`src/rtl/qnet_cmd_arb_pkg.sv`:
```
// rtl/qnet_cmd_arb_pkg.sv - shared QICK control command types and arbiter state encoding
package qnet_cmd_arb_pkg;

    typedef enum logic [1:0] {
        X_NOP  = 2'd0,
        X_NOW  = 2'd1,
        X_TIME = 2'd2,
        X_EXT  = 2'd3
    } TYPE_CTRL_REQ;

    typedef enum logic [3:0] {
        NOP             = 4'd0,
        QICK_TIME_RST   = 4'd1,
        QICK_TIME_UPDT  = 4'd2,
        QICK_CORE_START = 4'd3,
        QICK_CORE_STOP  = 4'd4
    } TYPE_CTRL_OP;

    typedef enum logic [2:0] {
        A_IDLE      = 3'd0,
        A_ISSUE     = 3'd1,
        A_WAIT_ACC  = 3'd2,
        A_WAIT_DONE = 3'd3
    } TYPE_ARB_ST;

    localparam int MAX_SRC = 8;

    function automatic logic [3:0] popcnt8(input logic [MAX_SRC-1:0] v);
        logic [3:0] n;
        n = '0;
        for (int i = 0; i < MAX_SRC; i++) begin
            n = n + {3'b000, v[i]};
        end
        return n;
    endfunction

endpackage

```
`src/rtl/qnet_rr_pick.sv`:
```
// rtl/qnet_rr_pick.sv - round-robin pick over a pending mask, optional fixed priority for source 0
module qnet_rr_pick #(
    parameter int N_SRC = 3,
    parameter bit PRIO0 = 1'b1
) (
    input  logic [N_SRC-1:0]         pend_i,
    input  logic [$clog2(N_SRC)-1:0] last_i,
    output logic [$clog2(N_SRC)-1:0] gnt_o,
    output logic                     vld_o
);
    localparam int GW = $clog2(N_SRC);

    always_comb begin
        int idx;
        gnt_o = '0;
        vld_o = 1'b0;
        idx   = 0;
        if (PRIO0 && pend_i[0]) begin
            vld_o = 1'b1;
        end else begin
            // Scan starts one past the last grant so the last winner is considered last.
            for (int k = 1; k <= N_SRC; k++) begin
                idx = (int'(last_i) + k) % N_SRC;
                if (!vld_o && pend_i[idx]) begin
                    vld_o = 1'b1;
                    gnt_o = GW'(idx);
                end
            end
        end
    end

endmodule

```
`src/rtl/qnet_cmd_arb.sv`:
```
// rtl/qnet_cmd_arb.sv - arbitrates per-source QICK control commands onto the single qnet_qick_cmd port
module qnet_cmd_arb
    import qnet_cmd_arb_pkg::*;
#(
    parameter int N_SRC = 3,
    parameter int DT_W  = 48,
    parameter int CNT_W = 16,
    parameter bit PRIO0 = 1'b1
) (
    input  logic                     t_clk_i,
    input  logic                     t_rst_ni,
    input  TYPE_CTRL_REQ             src_req_i [N_SRC],
    input  TYPE_CTRL_OP              src_op_i  [N_SRC],
    input  logic [DT_W-1:0]          src_dt_i  [N_SRC],
    output logic [N_SRC-1:0]         src_busy_o,
    output logic [N_SRC-1:0]         src_done_o,
    output logic [N_SRC-1:0]         src_drop_o,
    output TYPE_CTRL_REQ             ctrl_cmd_req_o,
    output TYPE_CTRL_OP              ctrl_cmd_op_o,
    output logic [DT_W-1:0]          ctrl_cmd_dt_o,
    input  logic                     ctrl_cmd_rdy_i,
    output logic [$clog2(N_SRC)-1:0] arb_gnt_o,
    output logic [2:0]               arb_st_o,
    output logic [CNT_W-1:0]         drop_cnt_o,
    output logic [CNT_W-1:0]         err_cnt_o
);
    localparam int GW = $clog2(N_SRC);

    TYPE_CTRL_REQ     slot_req [N_SRC];
    TYPE_CTRL_OP      slot_op  [N_SRC];
    logic [DT_W-1:0]  slot_dt  [N_SRC];
    logic [N_SRC-1:0] busy;
    logic [N_SRC-1:0] drop_q;
    logic [CNT_W-1:0] drop_cnt;
    logic [CNT_W-1:0] err_cnt;

    TYPE_ARB_ST       state;
    logic [GW-1:0]    gnt_q;
    logic [GW-1:0]    last_q;
    TYPE_CTRL_REQ     req_q;
    TYPE_CTRL_OP      op_q;
    logic [DT_W-1:0]  dt_q;

    logic [N_SRC-1:0] gnt_oh;
    logic [N_SRC-1:0] done_vec;
    logic [N_SRC-1:0] pend;
    logic [N_SRC-1:0] accept;
    logic [N_SRC-1:0] drop_v;
    logic [CNT_W:0]   drop_sum;
    logic [GW-1:0]    pick;
    logic             pick_vld;

    assign gnt_oh = {{(N_SRC-1){1'b0}}, 1'b1} << gnt_q;

    always_comb begin
        done_vec = '0;
        pend     = busy;
        if (state == A_WAIT_DONE && ctrl_cmd_rdy_i) begin
            done_vec = gnt_oh;
        end
        if (state != A_IDLE) begin
            pend = busy & ~gnt_oh;
        end
    end

    // A slot freed by this cycle's done pulse can take a new command in the same cycle.
    always_comb begin
        accept = '0;
        drop_v = '0;
        for (int i = 0; i < N_SRC; i++) begin
            if (src_req_i[i] != X_NOP) begin
                if (!busy[i] || done_vec[i]) begin
                    accept[i] = 1'b1;
                end else begin
                    drop_v[i] = 1'b1;
                end
            end
        end
    end

    assign drop_sum = {1'b0, drop_cnt} + (CNT_W+1)'(popcnt8(MAX_SRC'(drop_v)));

    qnet_rr_pick #(
        .N_SRC (N_SRC),
        .PRIO0 (PRIO0)
    ) u_pick (
        .pend_i (pend),
        .last_i (last_q),
        .gnt_o  (pick),
        .vld_o  (pick_vld)
    );

    always_ff @(posedge t_clk_i or negedge t_rst_ni) begin
        if (!t_rst_ni) begin
            busy     <= '0;
            drop_q   <= '0;
            drop_cnt <= '0;
            for (int i = 0; i < N_SRC; i++) begin
                slot_req[i] <= X_NOP;
                slot_op[i]  <= NOP;
                slot_dt[i]  <= '0;
            end
        end else begin
            drop_q   <= drop_v;
            drop_cnt <= drop_sum[CNT_W] ? {CNT_W{1'b1}} : drop_sum[CNT_W-1:0];
            for (int i = 0; i < N_SRC; i++) begin
                if (accept[i]) begin
                    slot_req[i] <= src_req_i[i];
                    slot_op[i]  <= src_op_i[i];
                    slot_dt[i]  <= src_dt_i[i];
                    busy[i]     <= 1'b1;
                end else if (done_vec[i]) begin
                    busy[i] <= 1'b0;
                end
            end
        end
    end

    always_ff @(posedge t_clk_i or negedge t_rst_ni) begin
        if (!t_rst_ni) begin
            state   <= A_IDLE;
            gnt_q   <= '0;
            last_q  <= '0;
            req_q   <= X_NOP;
            op_q    <= NOP;
            dt_q    <= '0;
            err_cnt <= '0;
        end else begin
            case (state)
                A_IDLE: begin
                    if (pick_vld && ctrl_cmd_rdy_i) begin
                        req_q <= slot_req[pick];
                        op_q  <= slot_op[pick];
                        dt_q  <= slot_dt[pick];
                        gnt_q <= pick;
                        state <= A_ISSUE;
                    end
                end
                A_ISSUE: begin
                    req_q <= X_NOP;
                    state <= A_WAIT_ACC;
                end
                A_WAIT_ACC: begin
                    // Downstream never dropped rdy, so the command was not taken; retry from IDLE.
                    if (!ctrl_cmd_rdy_i) begin
                        last_q <= gnt_q;
                        state  <= A_WAIT_DONE;
                    end else begin
                        if (err_cnt != {CNT_W{1'b1}}) begin
                            err_cnt <= err_cnt + 1'b1;
                        end
                        state <= A_IDLE;
                    end
                end
                A_WAIT_DONE: begin
                    if (ctrl_cmd_rdy_i) begin
                        state <= A_IDLE;
                    end
                end
                default: state <= A_IDLE;
            endcase
        end
    end

    assign src_busy_o     = busy;
    assign src_done_o     = done_vec;
    assign src_drop_o     = drop_q;
    assign ctrl_cmd_req_o = req_q;
    assign ctrl_cmd_op_o  = op_q;
    assign ctrl_cmd_dt_o  = dt_q;
    assign arb_gnt_o      = gnt_q;
    assign arb_st_o       = state;
    assign drop_cnt_o     = drop_cnt;
    assign err_cnt_o      = err_cnt;

endmodule

```
`config.mk`:
```
export PLATFORM = sky130hd
export DESIGN_NAME = qnet_cmd_arb
export DESIGN_NICKNAME = d
export VERILOG_FILES = /design/src/rtl/qnet_cmd_arb_pkg.sv /design/src/rtl/qnet_rr_pick.sv /design/src/rtl/qnet_cmd_arb.sv
export SDC_FILE = /design/constraint.sdc
export NUM_CORES = 1
export LEC_CHECK = 0
export CAP_MARGIN = 20
export CORE_MARGIN = 1.5
export CORE_UTILIZATION = 45
export CTS_CLUSTER_SIZE = 30
export DETAILED_ROUTE_END_ITERATION = 6
export HOLD_SLACK_MARGIN = 0.12
export PLACE_DENSITY = 0.76
export SLEW_MARGIN = 20
export SYNTH_ARGS = -nofsm -noshare
export SYNTH_HDL_FRONTEND = slang
export SYNTH_SLANG_ARGS = --single-unit
```
`constraint.sdc`:
```
create_clock -name t_clk_i -period 3 [get_ports t_clk_i]
set_input_delay 0.45 -clock t_clk_i [delete_from_list [all_inputs] [get_ports t_clk_i]]
set_output_delay 0.45 -clock t_clk_i [all_outputs]
set_load 0.01 [all_outputs]
```
==> flow_summary.yaml <==
routing:
  drc: 0
  via_count: 8482
  finalWirelength_mm: 29.0
  dr.first_iter.drc_count: 422
  ant_nets: 0
  routedWlPerCell_um: 18.1
  first_pass_iters: 5
  routed_via_density: 5.28
layout:
  final_common_cell: "clkdlybuf4s50_1"
  mostFrequentLayoutCells: "clkdlybuf4s50_1, dfrtp_1, nand2_1"
  layout.nets: 1433
  area_growth_pct: 37.2
  post-route-cell-area_um2: 15400
  layout-drive-gt1-share_pct: 20.5
  n_antenna_cell: 0
critical_path:
  crit_type: "in2reg"
  start_kind: "primary input"
  required_ns: 3.41
  crit_fanout: 2
  cp.arrival_ns: 3.32
  cp-end-kind: "flip-flop"
die:
  core_area_um2: 24400
  die_y_um: 161
  rows: 57
  die_width_um: 161
  start_util_pct: 46.0
  ios: 265
  dieArea_um2: 25900
clock_network:
  clockRootBuffer: "clkbuf_16"
  postCtsSetupBuffers: 0
  path_clk_slew_ns: 0.06
  clk-insertion-delay-late_ns: 0.53
  cts_buffers: 28
  clock_path_buffers: 3
  cts_tree: "built"
  cts.sink_count: 260
  htreeDepth: 1
pwr:
  p_int_w: 0.0105
  seqPwrFrac_pct: 37.7
  p_leak_nw: 6.71
  swShare_pct: 34.2
  combPwrFrac_pct: 41.4
  ir_drop_mv: 0.563
  power.density_nw_per_um2: 1040
  pwr-share-clk_pct: 20.9
  p_sw_w: 0.00546
grt:
  antenna_found_initial: 0
  grt_pass1_vias: 8746
  grt_pass1_wl_mm: 46.7
  gr-usage-all-layers_pct: 22.7
  grt_max_degree: 77
  overflow: 0
timing:
  drv_slew: 0
  rsz0062_at_grt: "false"
  finalHoldViolCount: 0
  hold_ws_ns: 0.483
  final.setup_skew_ns: 0.00745
  tightestPinTransition_ns: 0.603
  setup_viol: 0
  clock.fmax_mhz: 345
  timing.final.ws_setup_ns: 0.0981
  maxSlewHeadroom_pct: 59.8
  fin_crit_sh_pct: 96.7
  period_needed_ns: 2.90
synth:
  synth_area_um2: 11200
  synth_top_flop_cell: "dfrtp_1"
  syn_inst: 977
  ys_async_sr_fraction_pct: 100
  yosysUniqueCellTypes: 43
  synth_edf_count: 0
  syn_nets: 1149
  ys_warn_count: 0
  syn_area_per_cell_um2: 11.5
  ys_seq_elements: 260
  synth-seq-area-share_pct: 58.0
run:
  max_cap_viol_count: 0
worst_hold_path:
  hold_class: "reg2reg"
placed_design:
  place_hpwl_mm: 19.6
  post_dp_cell_area_um2: 14500
  portBuffers: 263
  post-place-ws_ns: -0.434
  gp_congestion: 0.843
outcome:
  status: "finished clean"
[worst paths after layout]
| check | start | end | slack [ns] | cells after the start |
|---|---|---|---|---|
| max in group asynchronous | t_rst_ni | slot_dt[131]$_DFFE_PN0P_ | 1.71 | 3 |
| min in group asynchronous | t_rst_ni | slot_dt[59]$_DFFE_PN0P_ | 0.49 | 2 |
| hold reg to reg | ctrl_cmd_dt_o[36]$_DFFE_PN0P_ | ctrl_cmd_dt_o[36]$_DFFE_PN0P_ | 0.48 | 2 |
| setup reg to reg | arb_st_o[0]$_DFFE_PN0P_ | drop_cnt_o[15]$_DFF_PN0_ | 0.17 | 12 |
| setup / recovery | ctrl_cmd_rdy_i | drop_cnt_o[15]$_DFF_PN0_ | 0.1 | 13 |
| hold / removal | ctrl_cmd_dt_o[36]$_DFFE_PN0P_ | ctrl_cmd_dt_o[36]$_DFFE_PN0P_ | 0.48 | 2 |
[cell usage after synthesis (all sizes together) (2+ instances only)]
cell type	count	area (um2)
nor3	3	15.0
ha	5	62.6
o211ai	2	15.0
buf	37	259
nand4	6	37.5
a21oi	7	42.5
mux2	159	1790
fa	2	40.0
xor2	10	87.6
clkbuf	17	63.8
nand2	204	766
nand2b	7	43.8
and3	64	400
nor2	15	63.8
xnor2	16	140
nand3	20	100
o21ai	116	592
a22o	2	17.5
inv	6	22.5
dfrtp	260	6510
and4	4	35.0
[cells by family (layout without fill, tap and decap cells)]
logic type	Yosys count	after routing	share of synthesized area [%]
multiplexers	159	159	16.0
adder cells (fa/ha/maj)	7	7	0.914
flip-flops	260	260	58.0
AND/OR/NAND/NOR	330	330	13.4
XOR/XNOR	26	26	2.03
buffers and inverters	60	364	3.08
AO/OA/AOI/OAI	134	134	6.57
other	1	1	0.0334
[per-layer routing]
metal | vias to the layer above | track usage (%) | wire, um
met5 | - | 0 | 0
met4 | 0 | 6.61 | 684
met3 | 52 | 6.15 | 2400
met2 | 271 | 37.2 | 13900
met1 | 4233 | 29.5 | 12000
li1 | 3926 | - | -
[sequential cells by signal (all words and copies together), names as in the netlist, 4 cells and up]
name           count
err_cnt_o         16
ctrl_cmd_dt_o     48
drop_cnt_o        16
ctrl_cmd_op_o      4
slot_dt          144
slot_op           12
slot_req           6
[stage by stage]
stage | utilization [%] | instances | TNS, ns | power, W
6_report | 63.1 | 1605 | 0 | 0.0160
4_1_cts | 63.1 | 1605 | 0 | 0.0161
5_1_grt | 63.1 | 1605 | 0 | 0.0171
3_5_place_dp | 59.3 | 1554 | -6.33 | 0.0127
2_1_floorplan | - | 977 | 0 | 0.0100
3_3_place_gp | 59.3 | 1554 | -5.57 | 0.0125
[power groups by stage]
| stage | Sequential (W) | Combinational, W | Clock, W |
|---|---|---|---|
| after floorplan | 0.00603 | 0.00400 | 0 |
| after global placement | 0.00599 | 0.00647 | 0 |
| after detailed placement | 0.00605 | 0.00668 | 0 |
| after CTS | 0.00601 | 0.00670 | 0.00342 |
| after global routing | 0.00621 | 0.00730 | 0.00357 |
| final | 0.00601 | 0.00661 | 0.00333 |
[worst max-delay path, stage by stage]
cell	delay, ns
clkdlybuf4s50_1	0.49
nand3_2	0.13
nor3_4	0.21
nand2b_4	0.16
nor2_1	0.07
fa_1	0.46
ha_1	0.22
fa_1	0.39
nand2_1	0.11
nor3_2	0.06
buf_4	0.14
nand2b_1	0.15
mux2_2	0.27
[layout make-up]
class                      count  area [um2]
clock buffer                  46         880
sequential                   260        6510
tap                          324         405
fill                        1939        9000
clock inverter                 4        23.8
inverter                       6        22.5
timing repair buffer         308        3130
multi-input combinational    657        4430
[timing repair]
action,CTS,global route
hold buffers,1,0
endpoints found under the setup margin,0,2
resized for setup,0,1
hold endpoints to repair,72,0
Power figures use the tool's default switching activity.
